$ cat src/rtl/seq_pkg.sv
// ----------------------------------------------------------------------------
// seq_pkg
// Shared definitions for the Y86-style sequential stage controller:
//   state_e      - controller state encoding (also driven out on 'stage')
//   STAT_*       - Y86 status codes reported on 'stat'
//   ICODE_*      - instruction codes the controller needs to recognise
// No ports; imported by seq_next_pc and seq_stage_ctrl.
// ----------------------------------------------------------------------------
package seq_pkg;

    typedef enum logic [2:0] {
        ST_IDLE      = 3'd0,
        ST_FETCH     = 3'd1,
        ST_DECODE    = 3'd2,
        ST_EXECUTE   = 3'd3,
        ST_MEMORY    = 3'd4,
        ST_WRITEBACK = 3'd5,
        ST_PCUPD     = 3'd6,
        ST_HALT      = 3'd7
    } state_e;

    localparam logic [2:0] STAT_AOK = 3'd1;
    localparam logic [2:0] STAT_HLT = 3'd2;
    localparam logic [2:0] STAT_ADR = 3'd3;
    localparam logic [2:0] STAT_INS = 3'd4;

    localparam logic [3:0] ICODE_HALT = 4'd0;
    localparam logic [3:0] ICODE_JXX  = 4'd7;
    localparam logic [3:0] ICODE_CALL = 4'd8;
    localparam logic [3:0] ICODE_RET  = 4'd9;

endpackage

$ cat src/rtl/seq_next_pc.sv
// ----------------------------------------------------------------------------
// seq_next_pc
// Purely combinational next-PC selection used in the PC-update stage.
// Ports:
//   icode_i   [3:0]      instruction code of the retiring instruction
//   cnd_i                execute condition flag (taken jump)
//   valC_i    [ADDR_W]   constant word (jump / call target)
//   valP_i    [ADDR_W]   fall-through address
//   valM_i    [ADDR_W]   value read from memory (return address)
//   nextPc_o  [ADDR_W]   selected next program counter
// ----------------------------------------------------------------------------
module seq_next_pc
    import seq_pkg::*;
#(
    parameter int ADDR_W = 64
) (
    input  logic [3:0]        icode_i,
    input  logic              cnd_i,
    input  logic [ADDR_W-1:0] valC_i,
    input  logic [ADDR_W-1:0] valP_i,
    input  logic [ADDR_W-1:0] valM_i,
    output logic [ADDR_W-1:0] nextPc_o
);

    // Taken jumps and calls go to the constant target, returns to the popped
    // address, everything else (including not-taken jumps) falls through.
    always_comb begin
        nextPc_o = valP_i;
        if ((icode_i == ICODE_JXX && cnd_i) || icode_i == ICODE_CALL) begin
            nextPc_o = valC_i;
        end else if (icode_i == ICODE_RET) begin
            nextPc_o = valM_i;
        end
    end

endmodule

$ cat src/rtl/seq_stage_ctrl.sv
// ----------------------------------------------------------------------------
// seq_stage_ctrl
// Sequential (non-pipelined) Y86 stage controller. Walks each instruction
// through FETCH, DECODE, EXECUTE, MEMORY, WRITEBACK and PCUPD, raising one
// stage strobe per stage, tracking the PC, the status code and a saturating
// retired-instruction counter. Faults and halts park the machine in HALT
// until reset.
//
// Optional feature: define SEQ_WDOG_EN to enable the retired-instruction
// watchdog (halts with HLT and raises wdog_trip when the WDOG_LIMIT-th
// instruction retires). Without it wdog_trip is tied low.
//
// Ports:
//   clk, rst_n                 clock, asynchronous active-low reset
//   start                      leave IDLE and begin at current pc
//   icode, instr_valid         fetch results
//   imem_error, dmem_error     instruction / data memory faults
//   cnd                        execute condition flag
//   valC, valP, valM           next-PC candidates
//   pc                         registered program counter
//   fetch_en .. wb_en          one-hot stage strobes
//   stage                      current state encoding
//   stat                       Y86 status (AOK/HLT/ADR/INS)
//   retired                    instructions completed since reset
//   wdog_trip                  watchdog fired
// ----------------------------------------------------------------------------
module seq_stage_ctrl
    import seq_pkg::*;
#(
    parameter int                ADDR_W     = 64,
    parameter int                CNT_W      = 32,
    parameter logic [ADDR_W-1:0] RESET_PC   = '0,
    parameter int                WDOG_LIMIT = 1000
) (
    input  logic              clk,
    input  logic              rst_n,
    input  logic              start,
    input  logic [3:0]        icode,
    input  logic              instr_valid,
    input  logic              imem_error,
    input  logic              dmem_error,
    input  logic              cnd,
    input  logic [ADDR_W-1:0] valC,
    input  logic [ADDR_W-1:0] valP,
    input  logic [ADDR_W-1:0] valM,
    output logic [ADDR_W-1:0] pc,
    output logic              fetch_en,
    output logic              decode_en,
    output logic              exec_en,
    output logic              mem_en,
    output logic              wb_en,
    output logic [2:0]        stage,
    output logic [2:0]        stat,
    output logic [CNT_W-1:0]  retired,
    output logic              wdog_trip
);

    state_e            state_q, state_d;
    logic [ADDR_W-1:0] pc_q, pc_d;
    logic [2:0]        stat_q, stat_d;
    logic [CNT_W-1:0]  retired_q, retired_d;
    logic [ADDR_W-1:0] nextPc;

    seq_next_pc #(
        .ADDR_W (ADDR_W)
    ) uNextPc (
        .icode_i  (icode),
        .cnd_i    (cnd),
        .valC_i   (valC),
        .valP_i   (valP),
        .valM_i   (valM),
        .nextPc_o (nextPc)
    );

`ifdef SEQ_WDOG_EN
    localparam logic [CNT_W:0] WDOG_LIMIT_EXT = (CNT_W+1)'(WDOG_LIMIT);

    logic wdogTrip_q, wdogTrip_d;
    logic wdogHit;

    // Compared one bit wider so a saturated counter never aliases to zero.
    assign wdogHit   = (({1'b0, retired_q} + 1'b1) == WDOG_LIMIT_EXT);
    assign wdog_trip = wdogTrip_q;
`else
    assign wdog_trip = 1'b0;
`endif

    always_ff @(posedge clk or negedge rst_n) begin
        if (!rst_n) begin
            state_q   <= ST_IDLE;
            pc_q      <= RESET_PC;
            stat_q    <= STAT_AOK;
            retired_q <= '0;
        end else begin
            state_q   <= state_d;
            pc_q      <= pc_d;
            stat_q    <= stat_d;
            retired_q <= retired_d;
        end
    end

`ifdef SEQ_WDOG_EN
    always_ff @(posedge clk or negedge rst_n) begin
        if (!rst_n) begin
            wdogTrip_q <= 1'b0;
        end else begin
            wdogTrip_q <= wdogTrip_d;
        end
    end
`endif

    // Next-state logic. pc and retired only ever move in PCUPD, so a fault
    // anywhere else leaves pc pointing at the offending instruction.
    always_comb begin
        state_d    = state_q;
        pc_d       = pc_q;
        stat_d     = stat_q;
        retired_d  = retired_q;
`ifdef SEQ_WDOG_EN
        wdogTrip_d = wdogTrip_q;
`endif
        unique case (state_q)
            ST_IDLE: begin
                if (start) begin
                    state_d = ST_FETCH;
                end
            end
            ST_FETCH: begin
                if (imem_error) begin
                    state_d = ST_HALT;
                    stat_d  = STAT_ADR;
                end else if (!instr_valid) begin
                    state_d = ST_HALT;
                    stat_d  = STAT_INS;
                end else if (icode == ICODE_HALT) begin
                    state_d = ST_HALT;
                    stat_d  = STAT_HLT;
                end else begin
                    state_d = ST_DECODE;
                end
            end
            ST_DECODE: begin
                state_d = ST_EXECUTE;
            end
            ST_EXECUTE: begin
                state_d = ST_MEMORY;
            end
            ST_MEMORY: begin
                if (dmem_error) begin
                    state_d = ST_HALT;
                    stat_d  = STAT_ADR;
                end else begin
                    state_d = ST_WRITEBACK;
                end
            end
            ST_WRITEBACK: begin
                state_d = ST_PCUPD;
            end
            ST_PCUPD: begin
                pc_d    = nextPc;
                state_d = ST_FETCH;
                if (retired_q != '1) begin
                    retired_d = retired_q + 1'b1;
                end
`ifdef SEQ_WDOG_EN
                if (wdogHit) begin
                    state_d    = ST_HALT;
                    stat_d     = STAT_HLT;
                    wdogTrip_d = 1'b1;
                end
`endif
            end
            ST_HALT: begin
                state_d = ST_HALT;
            end
            default: begin
                state_d = ST_IDLE;
            end
        endcase
    end

    // Strobes decode straight from the state register so they drop the
    // moment reset is asserted.
    always_comb begin
        fetch_en  = 1'b0;
        decode_en = 1'b0;
        exec_en   = 1'b0;
        mem_en    = 1'b0;
        wb_en     = 1'b0;
        unique case (state_q)
            ST_FETCH:     fetch_en  = 1'b1;
            ST_DECODE:    decode_en = 1'b1;
            ST_EXECUTE:   exec_en   = 1'b1;
            ST_MEMORY:    mem_en    = 1'b1;
            ST_WRITEBACK: wb_en     = 1'b1;
            default: ;
        endcase
    end

    assign pc      = pc_q;
    assign stage   = state_q;
    assign stat    = stat_q;
    assign retired = retired_q;

endmodule

$ cat config.mk
export PLATFORM = sky130hd
export DESIGN_NAME = seq_stage_ctrl
export DESIGN_NICKNAME = d
export VERILOG_FILES = /design/src/rtl/seq_pkg.sv /design/src/rtl/seq_next_pc.sv /design/src/rtl/seq_stage_ctrl.sv
export SDC_FILE = /design/constraint.sdc
export NUM_CORES = 1
export LEC_CHECK = 0
export BUFFER_PORTS_ARGS = -buffer_cell sky130_fd_sc_hd__buf_2
export CAP_MARGIN = 30
export CORE_MARGIN = 8
export CORE_UTILIZATION = 48
export CTS_BUF_LIST = sky130_fd_sc_hd__clkbuf_16
export CTS_CLUSTER_DIAMETER = 150
export DETAILED_ROUTE_END_ITERATION = 8
export MAX_ROUTING_LAYER = met4
export PLACE_DENSITY = 0.92
export SLEW_MARGIN = 20
export SYNTH_ARGS = -nofsm -noshare
export SYNTH_HDL_FRONTEND = slang
export SYNTH_SLANG_ARGS = --single-unit
$ cat constraint.sdc
create_clock -name clk -period 5.3 [get_ports clk]
set_input_delay 0.265 -clock clk [delete_from_list [all_inputs] [get_ports clk]]
set_output_delay 0.265 -clock clk [all_outputs]
set_load 0.03 [all_outputs]
==> results.sh <==
export IMPL_cts_resized=0
export IMPL_synth_area_leader_cell="dfrtp_1"
export IMPL_synth_common_cells="101 x dfrtp_1, 83 x nor2_1, 77 x nand2_1"
export IMPL_layout_nets=1110
export IMPL_dr_max_layer_used="met4"
export IMPL_grt_pass1_wl_mm=29.40
export IMPL_power_frac_comb=0.436
export IMPL_hold_start="valC[56]"
export IMPL_coreArea_um2=11370
export IMPL_ys_seq_elements=102
export IMPL_dr_first_iter_drc_count=481
export IMPL_rr_worst_depth=5
export IMPL_finalMaxSlewViolations=0
export IMPL_grt_overflow_total=0
export IMPL_hold_depth=3
export IMPL_cellLeakagePower_nw=3.846
export IMPL_route_detailed_drc=0
export IMPL_hp_class="in -> reg"
export IMPL_grt_pass1_vias=5641
export IMPL_vias=5759
export IMPL_chipWidth_um=123.6
export IMPL_dieArea_um2=15270
export IMPL_wl_met3_mm=1.703
export IMPL_reg2reg_from="stage[0]"
export IMPL_setup_viol=0
export IMPL_io_pins=311
export IMPL_switching_power_mw=1.590
export IMPL_htreeDepth=3
export IMPL_tightest_slew_ps=745.2
export IMPL_grt_use_total=0.2593
export IMPL_rsz0062_at_grt="false"
export IMPL_worstSetupStartpointType="flop"
export IMPL_synthDominantCellAreaShare=0.4551
export IMPL_path_clk_slew_ps=70
export IMPL_dp_hpwl_mm=15.32
export IMPL_ctsLongestPathBuffers=2
export IMPL_die_h_um=123.6
export IMPL_synth_most_common_cell="dfrtp_1"
export IMPL_start_util=0.4885
export IMPL_cts_tree="done"
export IMPL_swShare=0.4485
export IMPL_vdd_drop_max_v=0.0003901
export IMPL_slowest_delay_ps=630
export IMPL_antenna_left=0
export IMPL_worstPathRequired_ps=5530
export IMPL_cp_startpoint="stage[0]"
export IMPL_ys_warn_count=0
export IMPL_viasPerCell=5.443
export IMPL_detail_route_first_pass_iterations=5
export IMPL_multi_input_area_um2=2836
export IMPL_power_density_nw_per_um2=467.9
export IMPL_clock_latency_ps=350
export IMPL_drive_above_1_share=0.3875
export IMPL_antenna_found_initial=3
export IMPL_cap_viol_max_count=0
export IMPL_crit_fanout=54
export IMPL_seq_area_um2=2554
export IMPL_synth_ff_type="dfrtp_1"
export IMPL_slew_headroom=0.5032
export IMPL_syn_area_per_cell_um2=8.973
export IMPL_critPathKind="reg -> reg"
export IMPL_total_power_mw=3.544
export IMPL_pwr_share_clk=0.213
export IMPL_syn_area_um2=5554
export IMPL_hold_violations=0
export IMPL_root_buffer="clkbuf_16"
export IMPL_tns_ps=0
export IMPL_timing_fmax_mhz=376.5
export IMPL_areaGrowthSynthToFinish_pct=36.38
export IMPL_cts_made_buffers=9
export IMPL_synth_cells=619
export IMPL_ys_types=51
export IMPL_syn_nets=823
export IMPL_cts_sinks=102
export IMPL_critPathSlowestCell="nor4_2"
export IMPL_fin_crit_sh=0.5012
export IMPL_wl_mm=19.83
export IMPL_fin_skew_ps=7.797
export IMPL_gp_congestion=0.9488
export IMPL_period_needed_ps=2656
export IMPL_status="complete, no violations"
export IMPL_async_reset_ff_frac=1.000
export IMPL_grt_max_degree=82
export IMPL_crit_path_end_kind="flop"
export IMPL_synth_seq_area_share=0.4598
export IMPL_post_place_ws_ps=2642
export IMPL_crit_arrival_ps=2890
export IMPL_synth_area_top_cells="dfrtp_1 46%, mux2i_1 12%, a21oi_1 6.2%"
export IMPL_p_int_mw=1.955
export IMPL_pwr_share_seq=0.350
export IMPL_synth_edf_count=0
export IMPL_worst_slack_ps=2644
export IMPL_core_rowCount=39
export IMPL_wl_met2_mm=9.979
export IMPL_crit_chain="nand3b_4, nor4_2, nor4b_4, nand3_1, mux2_2"
export IMPL_rrSetupSlack_ps=2640
export IMPL_nFillCells=905
export IMPL_wl_met1_mm=7.419
export IMPL_port_buffers=309
export IMPL_detail_route_wl_per_cell_um=18.74
## flip-flops by register name, indices dropped and copies added (netlist names)
register	count
pc	64
retired	32
stage	3
stat	3
## logic make-up after synthesis
logic type               count (synthesis)  synth area share
adder cells (fa/ha/maj)                  1          0.002252
AO/OA/AOI/OAI                          145            0.1399
flip-flops                             102            0.4598
buffers and inverters                   49           0.03604
AND/OR/NAND/NOR                        226            0.1960
XOR/XNOR                                28           0.04415
multiplexers                            67            0.1212
other                                    1         0.0006752
## cell type report
type,count,area share
antenna,4,0.001321
clock buffer,9,0.02973
clock inverter,7,0.01487
inverter,9,0.004460
multi-input combinational,468,0.3745
sequential,102,0.3371
tap,143,0.02362
timing repair buffer,316,0.2144
## power groups by stage
stage / clock, mW / combinational [mW] / sequential [mW]
after CTS: 0.774 / 1.55 / 1.24
after floorplan: 0 / 0.487 / 1.75
final: 0.756 / 1.55 / 1.24
after global placement: 0 / 1.50 / 1.23
after detailed placement: 0 / 1.55 / 1.24
after global routing: 0.804 / 1.66 / 1.27
## final timing paths
| kind | endpoint |
|---|---|
| worst max-delay path | retired[31] |
| worst min-delay path | pc[56] |
| worst max register to register | retired[31] |
| worst min register to register | pc[27] |
| max in group asynchronous | pc[7] |
| min in group asynchronous | pc[32] |
## critical path, delay by kind of cell, from the launching register on
family           cells  cell delay [ps]
flip-flops           1              520
multiplexers         1              290
AND/OR/NAND/NOR      4             1720
## cells in the final DEF, fill, tap and decap left out, types with 3 or more instances in the layout
cell type  instances
nor3_1            12
diode_2            4
mux2i_1           64
nor2_1            83
nand3_1           12
nand2_1           77
nand4_1           10
clkbuf_16          9
xor2_1            11
inv_1             10
and3_2             3
xnor2_1           17
a21oi_1           69
buf_2            308
dfrtp_1          101
buf_4              6
bufinv_16          3
o21ai_0           67
and3_1             3
## routing by layer
| metal | track usage | vias to the layer above |
|---|---|---|
| met3 | 0.08296 | 56 |
| met2 | 0.4197 | 257 |
| li1 | - | 2709 |
| met1 | 0.2899 | 2737 |
| met5 | - | - |
| met4 | 0.1136 | 0 |
## metrics by stage
stage	std cells	area [µm²]	util	hold slack (ps)
after global routing	1057	7572	0.6660	189.9
after detailed placement	1036	7189	0.6323	297.0
after CTS	1053	7537	0.6629	179.3
after global placement	1036	7189	0.6323	290.9
final	1058	7575	0.6662	192.2
after floorplan	619	5554	-	-30.59
## what timing repair did
action / CTS / global route
buffers inserted: 0 / 0
hold buffers: 1 / 0
hold endpoints to repair: 42 / 0
setup endpoints to repair: 0 / 0
No activity file was read; power rests on OpenSTA's default activity.
